$ cat src/rtl/prime_req_arbiter.sv
// prime_req_arbiter: shares one prime-search engine among NREQ requesters.
// Round-robin grant, range check, engine start/wait, hang watchdog with
// engine recovery, and a one-cycle result pulse back to the granted requester.
module prime_req_arbiter #(
  parameter int NREQ    = 4,
  parameter int W       = 14,
  parameter int TIMEOUT = 65535
) (
  input  logic              clk,
  input  logic              reset_n,
  input  logic [NREQ-1:0]   req_valid,
  input  logic [NREQ*W-1:0] req_intake,
  output logic [NREQ-1:0]   req_ready,
  output logic [NREQ-1:0]   resp_valid,
  output logic [W-1:0]      resp_up,
  output logic [W-1:0]      resp_low,
  output logic              resp_err,
  output logic              busy,
  output logic              eng_reset,
  output logic              eng_give_valid,
  output logic [W-1:0]      eng_intake,
  input  logic [W-1:0]      eng_up,
  input  logic [W-1:0]      eng_low,
  input  logic              eng_out_valid
);

  localparam int              PW      = $clog2(NREQ);
  localparam logic [PW:0]     NREQ_W  = (PW+1)'(NREQ);
  localparam logic [PW-1:0]   LAST    = PW'(NREQ-1);
  localparam logic [15:0]     CNT_MAX = 16'(TIMEOUT-1);
  localparam logic [W-1:0]    LO_LIM  = W'(3);
  localparam logic [W-1:0]    HI_LIM  = W'(9972);

  typedef enum logic [2:0] {
    S_IDLE,
    S_ISSUE,
    S_WAIT,
    S_RECOVER,
    S_RESP
  } state_t;

  state_t          state_q, state_d;
  logic [PW-1:0]   rr_ptr_q, rr_ptr_d;
  logic [PW-1:0]   owner_q, owner_d;
  logic [W-1:0]    intake_q, intake_d;
  logic [15:0]     cnt_q, cnt_d;
  logic [W-1:0]    up_q, up_d;
  logic [W-1:0]    low_q, low_d;
  logic            err_q, err_d;
  logic            rec_q, rec_d;

  logic            gnt_any;
  logic [PW-1:0]   gnt_idx;
  logic [W-1:0]    gnt_intake;
  logic            in_range;

  // Round-robin pick: first asserted request scanning upward from rr_ptr
  always_comb begin
    logic [PW:0] sum;
    gnt_any = 1'b0;
    gnt_idx = '0;
    sum     = '0;
    for (int k = 0; k < NREQ; k++) begin
      sum = {1'b0, rr_ptr_q} + (PW+1)'(k);
      if (sum >= NREQ_W) sum = sum - NREQ_W;
      if (!gnt_any && req_valid[sum[PW-1:0]]) begin
        gnt_any = 1'b1;
        gnt_idx = sum[PW-1:0];
      end
    end
  end

  // Intake of the winning requester, sampled in the grant cycle
  always_comb begin
    gnt_intake = '0;
    for (int k = 0; k < NREQ; k++) begin
      if (gnt_idx == PW'(k)) gnt_intake = req_intake[k*W +: W];
    end
    in_range = (gnt_intake >= LO_LIM) && (gnt_intake <= HI_LIM);
  end

  // Next-state and datapath updates for the request sequencer
  always_comb begin
    state_d  = state_q;
    rr_ptr_d = rr_ptr_q;
    owner_d  = owner_q;
    intake_d = intake_q;
    cnt_d    = cnt_q;
    up_d     = up_q;
    low_d    = low_q;
    err_d    = err_q;
    rec_d    = rec_q;
    unique case (state_q)
      S_IDLE: begin
        if (gnt_any) begin
          owner_d  = gnt_idx;
          intake_d = gnt_intake;
          rr_ptr_d = (gnt_idx == LAST) ? '0 : gnt_idx + PW'(1);
          if (in_range) begin
            state_d = S_ISSUE;
          end else begin
            // Rejected without touching the engine
            up_d    = '0;
            low_d   = '0;
            err_d   = 1'b1;
            state_d = S_RESP;
          end
        end
      end
      S_ISSUE: begin
        cnt_d   = '0;
        state_d = S_WAIT;
      end
      S_WAIT: begin
        cnt_d = (cnt_q == CNT_MAX) ? cnt_q : cnt_q + 16'd1;
        // A result in the watchdog's last cycle still counts as success
        if (eng_out_valid) begin
          up_d    = eng_up;
          low_d   = eng_low;
          err_d   = 1'b0;
          state_d = S_RESP;
        end else if (cnt_q == CNT_MAX) begin
          up_d    = '0;
          low_d   = '0;
          err_d   = 1'b1;
          rec_d   = 1'b0;
          state_d = S_RECOVER;
        end
      end
      S_RECOVER: begin
        // Two cycles of engine reset, tracked by rec_q
        rec_d = 1'b1;
        if (rec_q) state_d = S_RESP;
      end
      S_RESP: begin
        state_d = S_IDLE;
      end
      default: state_d = S_IDLE;
    endcase
  end

  // State and datapath registers
  always_ff @(posedge clk or negedge reset_n) begin
    if (!reset_n) begin
      state_q  <= S_IDLE;
      rr_ptr_q <= '0;
      owner_q  <= '0;
      intake_q <= '0;
      cnt_q    <= '0;
      up_q     <= '0;
      low_q    <= '0;
      err_q    <= 1'b0;
      rec_q    <= 1'b0;
    end else begin
      state_q  <= state_d;
      rr_ptr_q <= rr_ptr_d;
      owner_q  <= owner_d;
      intake_q <= intake_d;
      cnt_q    <= cnt_d;
      up_q     <= up_d;
      low_q    <= low_d;
      err_q    <= err_d;
      rec_q    <= rec_d;
    end
  end

  // Per-requester handshake pulses; req_ready is held off while in reset
  for (genvar g = 0; g < NREQ; g++) begin : g_lane
    assign req_ready[g]  = reset_n && (state_q == S_IDLE) && gnt_any && (gnt_idx == PW'(g));
    assign resp_valid[g] = (state_q == S_RESP) && (owner_q == PW'(g));
  end

  // Shared outputs; result fields are zero outside the response cycle
  always_comb begin
    resp_up        = (state_q == S_RESP) ? up_q  : '0;
    resp_low       = (state_q == S_RESP) ? low_q : '0;
    resp_err       = (state_q == S_RESP) && err_q;
    busy           = (state_q != S_IDLE);
    eng_reset      = !reset_n || (state_q == S_RECOVER);
    eng_give_valid = (state_q == S_ISSUE);
    eng_intake     = intake_q;
  end

endmodule
$ cat config.mk
export PLATFORM = sky130hd
export DESIGN_NAME = prime_req_arbiter
export DESIGN_NICKNAME = d
export VERILOG_FILES = /design/src/rtl/prime_req_arbiter.sv
export SDC_FILE = /design/constraint.sdc
export NUM_CORES = 1
export LEC_CHECK = 0
export ABC_AREA = 1
export BUFFER_PORTS_ARGS = -buffer_cell sky130_fd_sc_hd__clkbuf_2
export CAP_MARGIN = 10
export CORE_UTILIZATION = 55
export CTS_BUF_LIST = sky130_fd_sc_hd__clkbuf_16
export DETAILED_ROUTE_END_ITERATION = 16
export GPL_ROUTABILITY_DRIVEN = 0
export PLACE_DENSITY_LB_ADDON = 0.3
export SYNTH_ARGS = -nofsm -noshare
export SYNTH_HDL_FRONTEND = slang
export SYNTH_SLANG_ARGS = --single-unit
$ cat constraint.sdc
create_clock -name clk -period 9.8 [get_ports clk]
set_input_delay 0.98 -clock clk [delete_from_list [all_inputs] [get_ports clk]]
set_output_delay 0.98 -clock clk [all_outputs]
set_load 0.005 [all_outputs]
* Word-level counts from Yosys, hierarchy flattened
Cells that the tools add are included.
** Cells by class
- Reductions and logical operators :: 32
- Muxes and demuxes :: 50
- Divide/modulo/power cells :: 0
- $mul :: 0
- Shifts and indexed selects :: 0
- Add/sub/neg operators :: 9
- Eq/ne operators :: 18
- $lt $le $gt $ge :: 10
- Bitwise gates (word level) :: 0
** Operators with widths (number)
- 2-to-1 mux 14 bit :: 11
- case mux 14 bit (2 select lines) :: 2
- case mux 16 bit (2 select lines) :: 1
- 2-to-1 mux 2 bit :: 9
- adder 16 x 1 -> 16 bit (second input constant) :: 1
- equality test 16 bit (second input constant) :: 1
- 2-to-1 mux 16 bit :: 1
- logical AND 1 bit :: 15
- 2-to-1 mux 3 bit :: 5
- greater-or-equal comparator 14 x 2 -> 1 bit (second input constant) :: 1
- less-or-equal comparator 14 bit (second input constant) :: 1
- 2-to-1 mux 1 bit :: 14
- less-than comparator 2 x 3 -> 1 bit (second input constant) :: 4
- != test 2 bit (second input constant) :: 6
- case mux 3 bit (4 select lines) :: 1
- greater-or-equal comparator 3 bit (second input constant) :: 3
- binary-select mux 1 bit (select 2 bit) :: 4
- equality test 2 bit (second input constant) :: 4
- subtractor 2 x 1 -> 2 bit (second input constant) :: 4
- adder 2 x 2 -> 3 bit (second input constant) :: 2
- equality test 3 x 2 -> 1 bit (second input constant) :: 2
- AND reduction 3 bit :: 2
- nonzero test 2 bit :: 3
- equality test 2 x 1 -> 1 bit (second input constant) :: 2
- 14 further kinds :: 20
** Word-level totals
- Memories :: 0
- Memory bits (read-only) :: 0
- Latch bits :: 0
- Flip-flop bits (word level) :: 67
- Output and inout port bits :: 54
- RAM bits :: 0

* Longest topological paths before layout
- Word-level depth :: 24
- Depth in mapped cells :: 33

* Least setup slack after synthesis
No wires, ideal clock.
- Kind :: input to register
- Start :: in req_valid[3]
- End :: reg err_q
- Cell stages on the path :: 29
- Setup slack :: 6229 ps
- Data required time :: 9684 ps
- Library setup time :: 116 ps
- Arrival time :: 3455 ps
- Buffers on the path :: 4
- Cells stage by stage :: nand2_1 -> nand2_1 -> nand2_1 -> nand2_1 -> nor2_1 -> nand2_1 -> nor2_1 -> inv_1 -> nand3_1 -> inv_1 -> ha_1 -> buf_2 -> buf_6 -> a21oi_1 -> nand2_1 -> a21oi_2 -> nand2_1 -> nor2_1 -> nand3_1 -> nand2_1 -> nand2_1 -> nand2_1 -> nand2_1 -> nand2_2 -> nand2_2 -> buf_6 -> buf_6 -> nand2_1 -> nand2_1
** Between the ends
- Cells in the longest elaborated chain, start to end :: 21
- Elaborated cells on any way between the ends :: 36
- Classes of those cells :: order compare: 2; eq/ne: 5; mux: 20; reduce/logical: 9
** RTL lines
- from (decl) :: line 11 : input logic [NREQ-1:0] req_valid,
- binary-select mux 1 bit (select 2 bit) :: line 66 : if (!gnt_any && req_valid[sum[PW-1:0]]) begin
- 2-to-1 mux 1 bit (implied by the code) :: line 66
- 2-to-1 mux 1 bit :: line 66
- logical NOT 1 bit :: line 66
- logical AND 1 bit :: line 66
- 2-to-1 mux 1 bit :: line 66
- logical NOT 1 bit :: line 66
- logical AND 1 bit :: line 66
- (+4 left out)
- named net gnt_idx[0] :: line 53 : logic [PW-1:0] gnt_idx;
- logical NOT 2 bit :: line 77 : if (gnt_idx == PW'(k)) gnt_intake = req_intake[k*W +: W];
- 2-to-1 mux 14 bit (3 in a row) :: line 77
- 2-to-1 mux 14 bit (*) :: line 77
- greater-or-equal comparator 14 x 2 -> 1 bit / less-or-equal comparator 14 bit (equally long branches) :: line 79 : in_range = (gnt_intake >= LO_LIM) && (gnt_intake <= HI_LIM);
- logical AND 1 bit (*) :: line 79
- != test 2 bit (no source line) (*)
- AND reduction 4 bit (no source line) (*)
- to (signal assigned) :: line 162 : err_q <= err_d;
- to (decl) :: line 49 : logic err_q, err_d;
The timed path passes the listed nets; every way through them passes the cells marked *. The select of a mux whose other input is x is not followed.
A chain may end at the register's enable or synchronous reset.

* Final worst setup path
- Start :: reg rr_ptr_q[0]
- End :: reg low_q[4]
** Between the ends
- Cells in the longest elaborated chain, start to end :: 23
- Elaborated cells on any way between the ends :: 51
- Classes of those cells :: add/sub: 7; order compare: 6; eq/ne: 5; mux: 24; reduce/logical: 9
** RTL lines
- from (decl) :: line 43 : logic [PW-1:0] rr_ptr_q, rr_ptr_d;
- from (signal assigned) :: line 156 : rr_ptr_q <= rr_ptr_d;
- parallel branches: the longest is 13 deep, another holds adder 2 x 1 -> 3 bit
- 2-to-1 mux 2 bit (*) :: line 66
- named net gnt_idx[0] :: line 53
- logical NOT 2 bit :: line 77
- 2-to-1 mux 14 bit (3 in a row) :: line 77
- 2-to-1 mux 14 bit (*) :: line 77
- greater-or-equal comparator 14 x 2 -> 1 bit / less-or-equal comparator 14 bit (equally long branches) :: line 79
- logical AND 1 bit (*) :: line 79
- != test 2 bit (no source line) (*)
- AND reduction 4 bit (no source line) (*)
- to (signal assigned) :: line 161 : low_q <= low_d;
- to (decl) :: line 48 : logic [W-1:0] low_q, low_d;
Mark *: on every way through the listed nets, which the timed path passes. The select of a mux whose other input is x is not followed.

==> flow_summary.json <==
{
  "synth_edf_count": 0,
  "r2r_start": "rr_ptr_q[0]",
  "max_slew_margin": 0.253,
  "seq_area_sq_mm": 0.00168,
  "crit_start": "rr_ptr_q[0]",
  "via_per_inst": 5.15,
  "io_pins": 145,
  "path_common_cell": "nand2_1",
  "synth_seq_cells": 67,
  "slew_viol_final": 0,
  "synthToLayoutAreaGrowth_pct": 24.3,
  "port-buffer-count": 144,
  "crit_type": "register to register",
  "grt_max_degree": 70,
  "power_switching_mw": 1.20,
  "numCtsBuffers": 9,
  "slowest_delay_ns": 0.73,
  "p_leak_nw": 2.89,
  "min_to": "up_q[2]",
  "via_count": 4452,
  "fin_hold_ws_ns": 0.470,
  "min_path_type": "register to register",
  "fin_crit_sh": 0.449,
  "clkPwrFrac": 0.133,
  "tns_ns": 0,
  "dieWidth_microns": 88.9,
  "vdd_ir_drop_max_mv": 0.315,
  "grt_pass1_vias": 4058,
  "start_util": 0.570,
  "instances_no_fill": 865,
  "insertion_delay_ns": 0.33,
  "slowest_stage": "ha_1",
  "routedWlPerCell_microns": 12.6,
  "crit_buf_inv": 4,
  "seq_power_share": 0.199,
  "rrSetupSlack_ns": 5.40,
  "critPathMaxFanout": 29,
  "synthTopCellsByArea": "dfrtp_1 40%, nand2_1 20%, nor2_1 8.3%, inv_1 6.8%, nand3_1 3.7%",
  "power_density_mw_per_mm2": 429,
  "fmax_ghz": 0.227,
  "rsz0062_at_grt": "no",
  "cts_hold_buf": 0,
  "ys_warn_count": 0,
  "crit_family": "simple AND/OR/NAND/NOR gates",
  "worstPathRequired_ns": 10.06,
  "finalWorstSetupSlack_ns": 5.40,
  "die_h_microns": 88.9,
  "syn-num-nets": 724,
  "fin_nets": 858,
  "syn_area_sq_mm": 0.00416,
  "antenna_found_initial": 0,
  "htree_levels": 3,
  "cp_cell_sequence": "xnor2_1 > inv_1 > o21ai_1 > nor2_1 > nand2_1 > inv_1 > o21ai_0 > nand3_1 > inv_1 > ha_1 > inv_1 > or2_2 > nand2_1 > nand2_1 > nor2_1 > nand3_1 > nand2_1 > nand2_1 > nand2_1 > nand2_2 > nand2_2 > nand2_1 > nand2_1",
  "dp_hpwl_mm": 8.13,
  "dr.pass1.iters": 5,
  "std_cell_rows": 31,
  "dr.first_iter.drc_count": 296,
  "power_mw": 2.22,
  "cts-resized-gates": 0,
  "synth_cells": 627,
  "setup_viol": 0,
  "multiInputGateArea_sq_mm": 0.00205,
  "ys_async_sr_fraction": 1.00,
  "route.detailed.drc": 0,
  "ant_nets": 0,
  "core_sq_mm": 0.00729,
  "synth_top_area_cell": "dfrtp_1",
  "cap_violations": 0,
  "sw_frac_of_total": 0.543,
  "hp-start": "up_q[2]",
  "placed_area_sq_mm": 0.00488,
  "cts_tree": "done",
  "grt_pass1_wl_mm": 16.8,
  "r2r_cells": 23,
  "num_antenna_cells": 0,
  "period_needed_ns": 4.40,
  "cts_setup_buffers": 0,
  "clk_pin_slew_worst_paths_ns": 0.06,
  "routed_wl_mm": 10.9,
  "status": "completed",
  "netlist.area_leader.share": 0.403,
  "crit_path_end_kind": "register",
  "start_kind": "register",
  "grt.total_usage": 0.276,
  "drive_above_1_share": 0.232,
  "ys_seq_area_frac": 0.403,
  "r2r-end": "low_q[4]",
  "fillCellCount": 642,
  "dp.cells": 848,
  "clockBufferDepth": 2,
  "root_buffer": "clkbuf_16",
  "place_ws_ns": 5.11,
  "clock_sinks": 67,
  "die_area_sq_mm": 0.00791,
  "combPwrFrac": 0.668,
  "internal_power_mw": 1.01,
  "cp.arrival_ns": 4.66,
  "ys_types": 33,
  "post-route-util": 0.709,
  "syn_avg_cell_area_sq_um": 6.63,
  "overflow": 0,
  "worstHoldPathCells": 2,
  "synth_flop_cell": "dfrtp_1",
  "finalInstanceArea_sq_mm": 0.00517,
  "skew_ns": 0.00700,
  "worst_pin_slew_ns": 1.12,
  "hold_viol_final": 0
}
## sequential cells by signal, summed over array words and instances (netlist names)
name	cells
owner_q	2
eng_intake	14
rr_ptr_q	2
cnt_q	16
low_q	14
state_q	3
up_q	14
rec_q	1
err_q	1
## power groups by stage
stage	registers (mW)	clock network (mW)	logic, mW
4_1_cts	0.440	0.299	1.47
3_3_place_gp	0.439	0	1.41
3_5_place_dp	0.442	0	1.46
2_1_floorplan	0.425	0	1.19
6_report	0.442	0.295	1.48
5_1_grt	0.450	0.312	1.68
## synthesized netlist by cell type, types with 7 or more instances
cell,instances
a21oi_1,23
buf_2,11
clkbuf_1,7
dfrtp_1,67
inv_1,75
nand2_1,226
nand3_1,31
nand4_1,8
nor2_1,92
nor3_1,11
o21ai_0,18
o31ai_1,8
## worst min-delay path, stage by stage, from the launching register on
cell and delay, ns:
dfrtp_1 0.34, nand2_1 0.05, nand2_1 0.05
## cell usage in the layout, fill, tap and decap left out, drive strengths merged, types with 6 or more instances in the layout
master / count
a21oi: 24
clkbuf: 152
dfrtp: 67
ha: 6
inv: 81
nand2: 229
nand3: 31
nand4: 8
nor2: 96
nor3: 11
o21ai: 21
o31ai: 8
## per-layer routing
metal,wire (microns),track usage,vias up
met4,252,0.124,0
li1,-,-,2212
met1,4420,0.314,2044
met2,5610,0.501,169
met3,633,0.0563,27
met5,0,0,-
## area by class of cell
type | count | share of cell area
multi-input cells | 457 | 0.397
flip-flops and latches | 67 | 0.324
repair buffers | 146 | 0.143
inverters | 80 | 0.0581
clock buffers | 9 | 0.0436
well taps | 99 | 0.0240
clock inverters | 7 | 0.0104
## worst max-delay path by stage
stage | end | slack, ns | depth (start not counted)
floorplan | err_q | 6.23 | 29
global placement | err_q | 5.30 | 26
detailed placement | low_q[4] | 5.11 | 26
CTS | low_q[4] | 5.42 | 25
global route | up_q[0] | 4.96 | 25
finish | low_q[4] | 5.40 | 23
## cell families (layout without fill, tap and decap cells)
| family | after synthesis | count (layout) | synth area share |
|---|---|---|---|
| multiplexers | 1 | 1 | 0.00241 |
| adder cells (fa/ha/maj) | 6 | 6 | 0.0181 |
| flip-flops | 67 | 67 | 0.403 |
| XOR/XNOR | 8 | 8 | 0.0169 |
| buffers and inverters | 103 | 242 | 0.104 |
| AND/OR/NAND/NOR | 379 | 379 | 0.368 |
| AO/OA/AOI/OAI | 63 | 63 | 0.0873 |
No activity file was read; power rests on OpenSTA's default activity.
